### src/rtl/counter_scheduler_if.sv
// Request/grant bundle between the client FSMs and the shared interval counter.
// The master side raises requests with terminal counts; the slave side arbitrates and counts.
interface counter_scheduler_if #(
  parameter int Size       = 5,
  parameter int Requesters = 4
);
  logic [Requesters-1:0]      req;
  logic [Requesters*Size-1:0] interval;
  logic [Requesters-1:0]      grant;
  logic [Requesters-1:0]      done;
  logic                       busy;
  logic [Size-1:0]            count;

  modport master (
    output req, interval,
    input  grant, done, busy, count
  );

  modport slave (
    input  req, interval,
    output grant, done, busy, count
  );
endinterface

### src/rtl/counter_scheduler.sv
// Round-robin sharing of one up-counter as an interval timer among several clients.
// The owner's counter runs 0..term, then the owner gets a one-cycle done pulse.
module counter_scheduler #(
  parameter int Size       = 5,
  parameter int Requesters = 4
) (
  input logic                clock,
  input logic                reset,
  counter_scheduler_if.slave bus
);

  localparam int PtrW = (Requesters > 1) ? $clog2(Requesters) : 1;

  typedef enum logic [1:0] {
    IDLE = 2'd0,
    RUN  = 2'd1,
    DONE = 2'd2
  } state_e;

  state_e                state_q, state_d;
  logic [PtrW-1:0]       owner_q, owner_d;
  logic [PtrW-1:0]       ptr_q, ptr_d;
  logic [Size-1:0]       term_q, term_d;
  logic [Size-1:0]       count_q, count_d;
  logic [Requesters-1:0] grant_q, grant_d;
  logic [Requesters-1:0] done_q, done_d;
  logic                  busy_q, busy_d;

  logic                  win_found;
  logic [PtrW-1:0]       win_idx;

  function automatic logic [PtrW-1:0] next_idx(input logic [PtrW-1:0] i);
    return (int'(i) == Requesters - 1) ? '0 : i + 1'b1;
  endfunction

  // First active requester at or after the pointer, wrapping around.
  always_comb begin
    win_found = 1'b0;
    win_idx   = '0;
    for (int i = 0; i < Requesters; i++) begin
      if (!win_found && bus.req[(int'(ptr_q) + i) % Requesters]) begin
        win_found = 1'b1;
        win_idx   = PtrW'((int'(ptr_q) + i) % Requesters);
      end
    end
  end

  // NOTE: every output of this block gets a default first so no path leaves one
  // unassigned, which would otherwise infer a latch.
  always_comb begin
    state_d = state_q;
    owner_d = owner_q;
    ptr_d   = ptr_q;
    term_d  = term_q;
    count_d = count_q;
    grant_d = '0;
    done_d  = '0;

    case (state_q)
      IDLE: begin
        count_d = '0;
        if (win_found) begin
          state_d          = RUN;
          owner_d          = win_idx;
          term_d           = bus.interval[int'(win_idx)*Size +: Size];
          grant_d[win_idx] = 1'b1;
        end
      end
      RUN: begin
        // A dropped request wins over reaching the terminal count.
        if (!bus.req[owner_q]) begin
          state_d = IDLE;
          count_d = '0;
          ptr_d   = next_idx(owner_q);
        end else if (count_q == term_q) begin
          state_d         = DONE;
          done_d[owner_q] = 1'b1;
        end else begin
          grant_d[owner_q] = 1'b1;
          count_d          = count_q + Size'(1);
        end
      end
      DONE: begin
        state_d = IDLE;
        count_d = '0;
        ptr_d   = next_idx(owner_q);
      end
      default: begin
        state_d = IDLE;
        count_d = '0;
      end
    endcase

    busy_d = (state_d != IDLE);
  end

  // NOTE: state registers use non-blocking assignments so every flop samples
  // the pre-edge values regardless of statement order.
  always_ff @(posedge clock or negedge reset) begin
    if (!reset) begin
      state_q <= IDLE;
      owner_q <= '0;
      ptr_q   <= '0;
      term_q  <= '0;
      count_q <= '0;
      grant_q <= '0;
      done_q  <= '0;
      busy_q  <= 1'b0;
    end else begin
      state_q <= state_d;
      owner_q <= owner_d;
      ptr_q   <= ptr_d;
      term_q  <= term_d;
      count_q <= count_d;
      grant_q <= grant_d;
      done_q  <= done_d;
      busy_q  <= busy_d;
    end
  end

  assign bus.grant = grant_q;
  assign bus.done  = done_q;
  assign bus.busy  = busy_q;
  assign bus.count = count_q;

endmodule
### src/flat_wrapper.sv
// flat-port wrapper written by rule: the top's interface ports become plain ports
module counter_scheduler_flat 
#(
  parameter int Size       = 5,
  parameter int Requesters = 4
)
  (clock, reset, bus_req, bus_interval, bus_grant, bus_done, bus_busy, bus_count);
  counter_scheduler_if #(.Size(Size), .Requesters(Requesters)) bus_i ();
  input logic clock;
  input logic reset;
  input wire logic [$bits(bus_i.req)-1:0] bus_req;
  input wire logic [$bits(bus_i.interval)-1:0] bus_interval;
  output wire logic [$bits(bus_i.grant)-1:0] bus_grant;
  output wire logic [$bits(bus_i.done)-1:0] bus_done;
  output wire logic [$bits(bus_i.busy)-1:0] bus_busy;
  output wire logic [$bits(bus_i.count)-1:0] bus_count;
  assign bus_i.req = bus_req;
  assign bus_i.interval = bus_interval;
  assign bus_grant = bus_i.grant;
  assign bus_done = bus_i.done;
  assign bus_busy = bus_i.busy;
  assign bus_count = bus_i.count;
  counter_scheduler #(.Size(Size), .Requesters(Requesters)) u_core (.clock(clock), .reset(reset), .bus(bus_i));
endmodule
### config.mk
export PLATFORM = sky130hd
export DESIGN_NAME = counter_scheduler_flat
export DESIGN_NICKNAME = d
export VERILOG_FILES = /design/src/rtl/counter_scheduler_if.sv /design/src/rtl/counter_scheduler.sv /design/src/flat_wrapper.sv
export SDC_FILE = /design/constraint.sdc
export NUM_CORES = 1
export LEC_CHECK = 0
export ABC_AREA = 1
export BUFFER_PORTS_ARGS = -buffer_cell sky130_fd_sc_hd__buf_2
export CORE_ASPECT_RATIO = 1.25
export CORE_MARGIN = 2
export CORE_UTILIZATION = 52
export DETAILED_ROUTE_END_ITERATION = 12
export GPL_TIMING_DRIVEN = 0
export PLACE_DENSITY = 0.78
export SETUP_SLACK_MARGIN = 0.02
export SKIP_CTS_REPAIR_TIMING = 1
export SYNTH_ARGS = -nofsm -noshare
export SYNTH_HDL_FRONTEND = slang
export SYNTH_SLANG_ARGS = --single-unit
### constraint.sdc
create_clock -name clock -period 1.8 [get_ports clock]
set_input_delay 0.36 -clock clock [delete_from_list [all_inputs] [get_ports clock]]
set_output_delay 0.36 -clock clock [all_outputs]
set_load 0.02 [all_outputs]
# Word-level counts from Yosys, hierarchy flattened
# Index checks and enable logic that the tools add are counted.
# totals
ff_bits	25
input_bits	26
# op_classes
addsub	5
multipliers	1
n_lt_le_gt_ge	8
eq_ne	6
shifts	1
muxes	42
n_bitwise	3
n_reduce_logical	16
# op_table
cell	count
20-bit by 32-bit indexed part select with 5-bit output	1
4-bit 2-to-1 mux	6
2-bit 2-to-1 mux	9
5-bit 2-to-1 mux	3
1-bit 2-to-1 mux	14
3-bit by 4-bit < comparator with 1-bit output, second input constant	3
1-bit binary-select mux with 2-bit select	5
2-bit by 3-bit < comparator with 1-bit output, second input constant	3
2-bit one-hot mux with 2 select lines	2
4-bit one-hot mux with 2 select lines	1
2-bit OR reduction	3
5-bit by 1-bit adder with 5-bit output, second input constant	1
5-bit == test	1
1-bit logical AND	5
2-bit by 3-bit multiplier with 5-bit output, second input constant	1
2-bit by 1-bit adder with 2-bit output, second input constant	2
2-bit adder, second input constant	2
1-bit demux with 2-bit select	2
2-bit by 1-bit == test with 1-bit output, second input constant	2
2-bit by 1-bit greater-or-equal comparator with 1-bit output, second input constant	2
2-bit AND reduction	2
2-bit nonzero test	2
1-bit AND, first input constant	3
1-bit zero test	3
other kinds (4)	4

# Logic depth before layout (Yosys ltp)
# logic_depth
word_depth	20
mapped_depth	15
mapped_depth_nobuf	14

# Least setup slack after synthesis
# OpenSTA, ideal clock, no wires.
# synth_timing
kind	flip-flop to flip-flop
from	register u_core.ptr_q[0]
to	register u_core.term_q[0]
arrival_time_ns	1.463
required_ns	1.683
path_slack_ns	0.221
stages_incl_launch_ff	12
path_buffers	1
cell_sequence	dfrtp_1 > buf_6 > nand2_2 > nand2_2 > o21ai_1 > nand4_1 > inv_1 > nor2_8 > nand3_1 > nand2_1 > nand2_1 > nand2_1
# synth_between
elab_chain_len	14
word_cells_on_any_way	31
# synth_lines
item	line	rtl
start: declaration	counter_scheduler.sv:22	logic [PtrW-1:0] ptr_q, ptr_d;
start signal: assignment	counter_scheduler.sv:112	ptr_q <= ptr_d;
2-bit by 1-bit adder with 2-bit output / 1-bit binary-select mux with 2-bit select (equally long branches)	counter_scheduler.sv:41, counter_scheduler.sv:43	
1-bit binary-select mux with 2-bit select / 1-bit 2-to-1 mux (equally long branches)	counter_scheduler.sv:41	if (!win_found && bus.req[(int'(ptr_q) + i) % Requesters]) begin
1-bit 2-to-1 mux (implied by the code)	counter_scheduler.sv:41	
1-bit 2-to-1 mux (implied by the code) / 1-bit zero test (equally long branches)	counter_scheduler.sv:41	
1-bit logical AND	counter_scheduler.sv:41	
1-bit 2-to-1 mux	counter_scheduler.sv:41	
1-bit zero test	counter_scheduler.sv:41	
1-bit logical AND	counter_scheduler.sv:41	
1-bit 2-to-1 mux	counter_scheduler.sv:41	
1-bit zero test	counter_scheduler.sv:41	
1-bit logical AND	counter_scheduler.sv:41	
2-bit 2-to-1 mux	counter_scheduler.sv:41	
2-bit by 3-bit multiplier with 5-bit output	counter_scheduler.sv:65	term_d = bus.interval[int'(win_idx)*Size +: Size];
20-bit by 32-bit indexed part select with 5-bit output	counter_scheduler.sv:65	
end signal: assignment	counter_scheduler.sv:113	term_q <= term_d;
end: declaration	counter_scheduler.sv:23	logic [Size-1:0] term_q, term_d;
# Several ways; a longest one is shown, not always the timed one. The select of a mux whose other input is x is not followed.
# A chain may end at the register's enable or synchronous reset.

# Worst setup path in the final report
# layout_timing
from	register u_core.ptr_q[0]
to	register u_core.term_q[4]
# Same word-level chain as after synthesis.

==> impl_metrics.tcl <==
set metrics [dict create \
    h-tree-depth 1 \
    grt_max_degree 26 \
    drc 0 \
    met1_usage_pct 22.6 \
    die-area_mm2 0.00370 \
    placed_cells 312 \
    rrSetupSlack_ps -40 \
    cts_tree "yes" \
    viasPerCell 4.98 \
    gr-total-overflow 0 \
    p_sw_mw 2.17 \
    synth_xor_area_share_pct 2.61 \
    maxCapViolCount 0 \
    die_h_um 67.5 \
    ff2ff_path_depth 15 \
    violations "negative setup slack" \
    path_class "reg -> reg" \
    fin_ws_ps -42.3 \
    slowest_stage "dfrtp_2" \
    n_fill_cell 272 \
    cts_root_buffer "clkbuf_8" \
    cts.sinks 25 \
    critPathLaunch "u_core.ptr_q[0]" \
    grt_antenna_before_repair 0 \
    finalInstanceArea_mm2 0.00217 \
    initial_core_util_pct 53.5 \
    setup_viol 7 \
    vias 1622 \
    dp_hpwl_mm 2.55 \
    dpl_cell_area_mm2 0.00192 \
    synth_nets 267 \
    gp_congestion 0.841 \
    nNetsFinal 321 \
    hold_viol_final 0 \
    period_needed_ps 1840 \
    synth_ff_type "dfrtp_1" \
    synth-simple-area-share_pct 37.9 \
    grt.busiest_layer "met2" \
    async_flop_share_pct 100 \
    outcome "complete, but fails checks" \
    power.leakage_nw 1.24 \
    synth_edf_count 0 \
    cts_max_path_buffers 2 \
    area.growth.synth_to_final_pct 29.2 \
    synthMuxAreaShare_pct 0 \
    cts_made_buffers 3 \
    num_rows 23 \
    first_pass_iters 4 \
    slew_violations 0 \
    crit_required_ps 2010 \
    cp_data_arrival_time_ps 2060 \
    power_frac_clock_pct 7.6 \
    slowest_delay_ps 470 \
    worst_slew_pin_slew_ps 524 \
    synth_top_area_share_pct 37.3 \
    synth-compound-area-share_pct 6.19 \
    routed_wl_mm 3.64 \
    critical_path.cell_chain "clkinvlp_4, nand2_1, nand2_2, nand2_2, nand2_4, nor2_4, nand3_2, nand2_4, nand2_4, buf_4, nand2_1, nand3_1, nand2_1, nand2_1, nand2_1" \
    synth_cells 236 \
    grt_pass1_wl_mm 5.36 \
    grt_use_met2_pct 35.3 \
    worst_path_most_repeated_cell "nand2_1" \
    seqPwrFrac_pct 21.5 \
    clk_latency_ps 270 \
    ir_drop_mv 1.37 \
    crit_fanout 4 \
    synth_cell_types 26 \
    p_total_mw 4.31 \
    start_kind "register" \
    max-slew-margin-rel_pct 65.1 \
    clkTransAtPathRegs_ps 80 \
    initialDrtViolationCount 29 \
    die_x_um 54.8 \
    fin_worst_skew_ps 2.57 \
    rsz0062_at_grt "yes" \
    ys_ff_latch 25 \
    antenna_cells 0 \
    seq_area_frac_synth_pct 37.3 \
    synth_fa_ha_area_share_pct 3.73 \
    power.internal_mw 2.14 \
    antenna_left 0 \
    pwr_density_cell_mw_per_mm2 1990 \
    use_met3_pct 2.21 \
    synth_area_leader_cell "dfrtp_1" \
    synth_top_family_by_area "simple AND/OR/NAND/NOR gates" \
    io_pins 40 \
    place_ws_ps 30.1 \
    wl_per_cell_um 11.2 \
    fin_cells 326 \
    synth.avg_cell_area_um2 7.10 \
    min_path_type "in -> async" \
    setup-tns-final_ps -141 \
    first_global_vias 1359 \
    r2r-start "u_core.ptr_q[0]" \
    drive_gt1_share_pct 34.6 \
    core_mm2 0.00314 \
    yosys-top-cells-area "dfrtp_1 (37%), nand2_1 (17%), inv_1 (8.5%)" \
    p_sw_share_pct 50.3 \
    ys_warn_count 0 \
    fmaxAchievable_mhz 543 \
    end_kind "register" \
    syn_area_mm2 0.00168 \
    io_buffers 39 \
    grt_use_total_pct 19.4 \
    combinationalPowerShare_pct 70.9 \
    period_share_pct 102 \
]
==> sequential cells by signal (all words and copies together) (netlist names) <==
register / cells
u_core.term_q: 5
u_core.ptr_q: 2
u_core.owner_q: 2
u_core.bus.grant: 4
u_core.bus.done: 4
u_core.bus.busy: 1
u_core.state_q: 2
u_core.bus.count: 5
==> metal layers <==
| metal | wire length [um] | up-vias |
|---|---|---|
| li1 | - | 839 |
| met1 | 1580 | 734 |
| met2 | 1910 | 43 |
| met3 | 121 | 6 |
| met4 | 27 | 0 |
| met5 | 0 | - |
==> critical path, delay by kind of cell (launching register included) <==
kind	cells	cell delay, ps
and+or+nand+nor	13	1010
buffers and inverters	2	300
DFF	1	470
==> worst paths after layout <==
check                                 endpoint
max                           u_core.term_q[4]
min                        u_core.bus.count[3]
max reg2reg                   u_core.term_q[4]
min reg2reg                   u_core.term_q[2]
max in group asynchronous      u_core.ptr_q[1]
min in group clock            u_core.term_q[3]
==> stage by stage <==
stage | hold WS [ps] | util [%]
after floorplan | 64.4 | -
after global placement | 361 | 61.1
after detailed placement | 373 | 61.1
after CTS | 73.4 | 62.6
after global routing | 106 | 69.0
final | 55.9 | 69.0
==> layout make-up <==
class	count	area, um^2	area share (%)
multi-input combinational	165	956	44.1
timing repair inverter	1	7.51	0.347
timing repair buffer	48	270	12.5
clock buffer	3	41.3	1.91
clock inverter	1	5.00	0.231
buffer	4	47.5	2.20
inverter	42	163	7.51
tap	37	46.3	2.14
sequential	25	629	29.1
==> power groups by stage <==
stage,Combinational (mW),Sequential (mW),Clock (mW)
floorplan,1.89,0.949,0
global placement,2.39,0.891,0
detailed placement,2.44,0.896,0
CTS,2.45,0.887,0.338
global route,3.40,0.949,0.360
finish,3.06,0.926,0.327
==> cell families after synthesis <==
| kind of cell | count (synthesis) |
|---|---|
| adder cells (fa/ha/maj) | 5 |
| XOR/XNOR | 5 |
| buffers and inverters | 46 |
| AND/OR/NAND/NOR | 136 |
| AO/OA/AOI/OAI | 19 |
| flip-flops | 25 |
==> placed cells by master (no fill, tap or decap), drive strengths merged <==
| cell type | Yosys | final |
|---|---|---|
| buf | 3 | 51 |
| inv | 42 | 42 |
| nand3 | 31 | 31 |
| clkbuf | 1 | 4 |
| ha | 5 | 5 |
| o21ai | 10 | 10 |
| clkinv | 0 | 1 |
| a31oi | 1 | 1 |
| clkinvlp | 0 | 1 |
| o211ai | 1 | 1 |
| nor2 | 16 | 16 |
| o31ai | 1 | 1 |
| xnor2 | 5 | 5 |
| dfrtp | 25 | 25 |
| nand2 | 85 | 85 |
| nand4 | 2 | 2 |
| nor3b | 1 | 1 |
| a21oi | 4 | 4 |
| nand3b | 1 | 1 |
| o22ai | 2 | 2 |
==> cells in the mapped netlist, drive strengths merged (2+ instances only) <==
master	instances
nand3	31
nor2	16
dfrtp	25
xnor2	5
o21ai	10
ha	5
a21oi	4
nand4	2
o22ai	2
nand2	85
buf	3
inv	42
No activity file was read; power rests on OpenSTA's default activity.
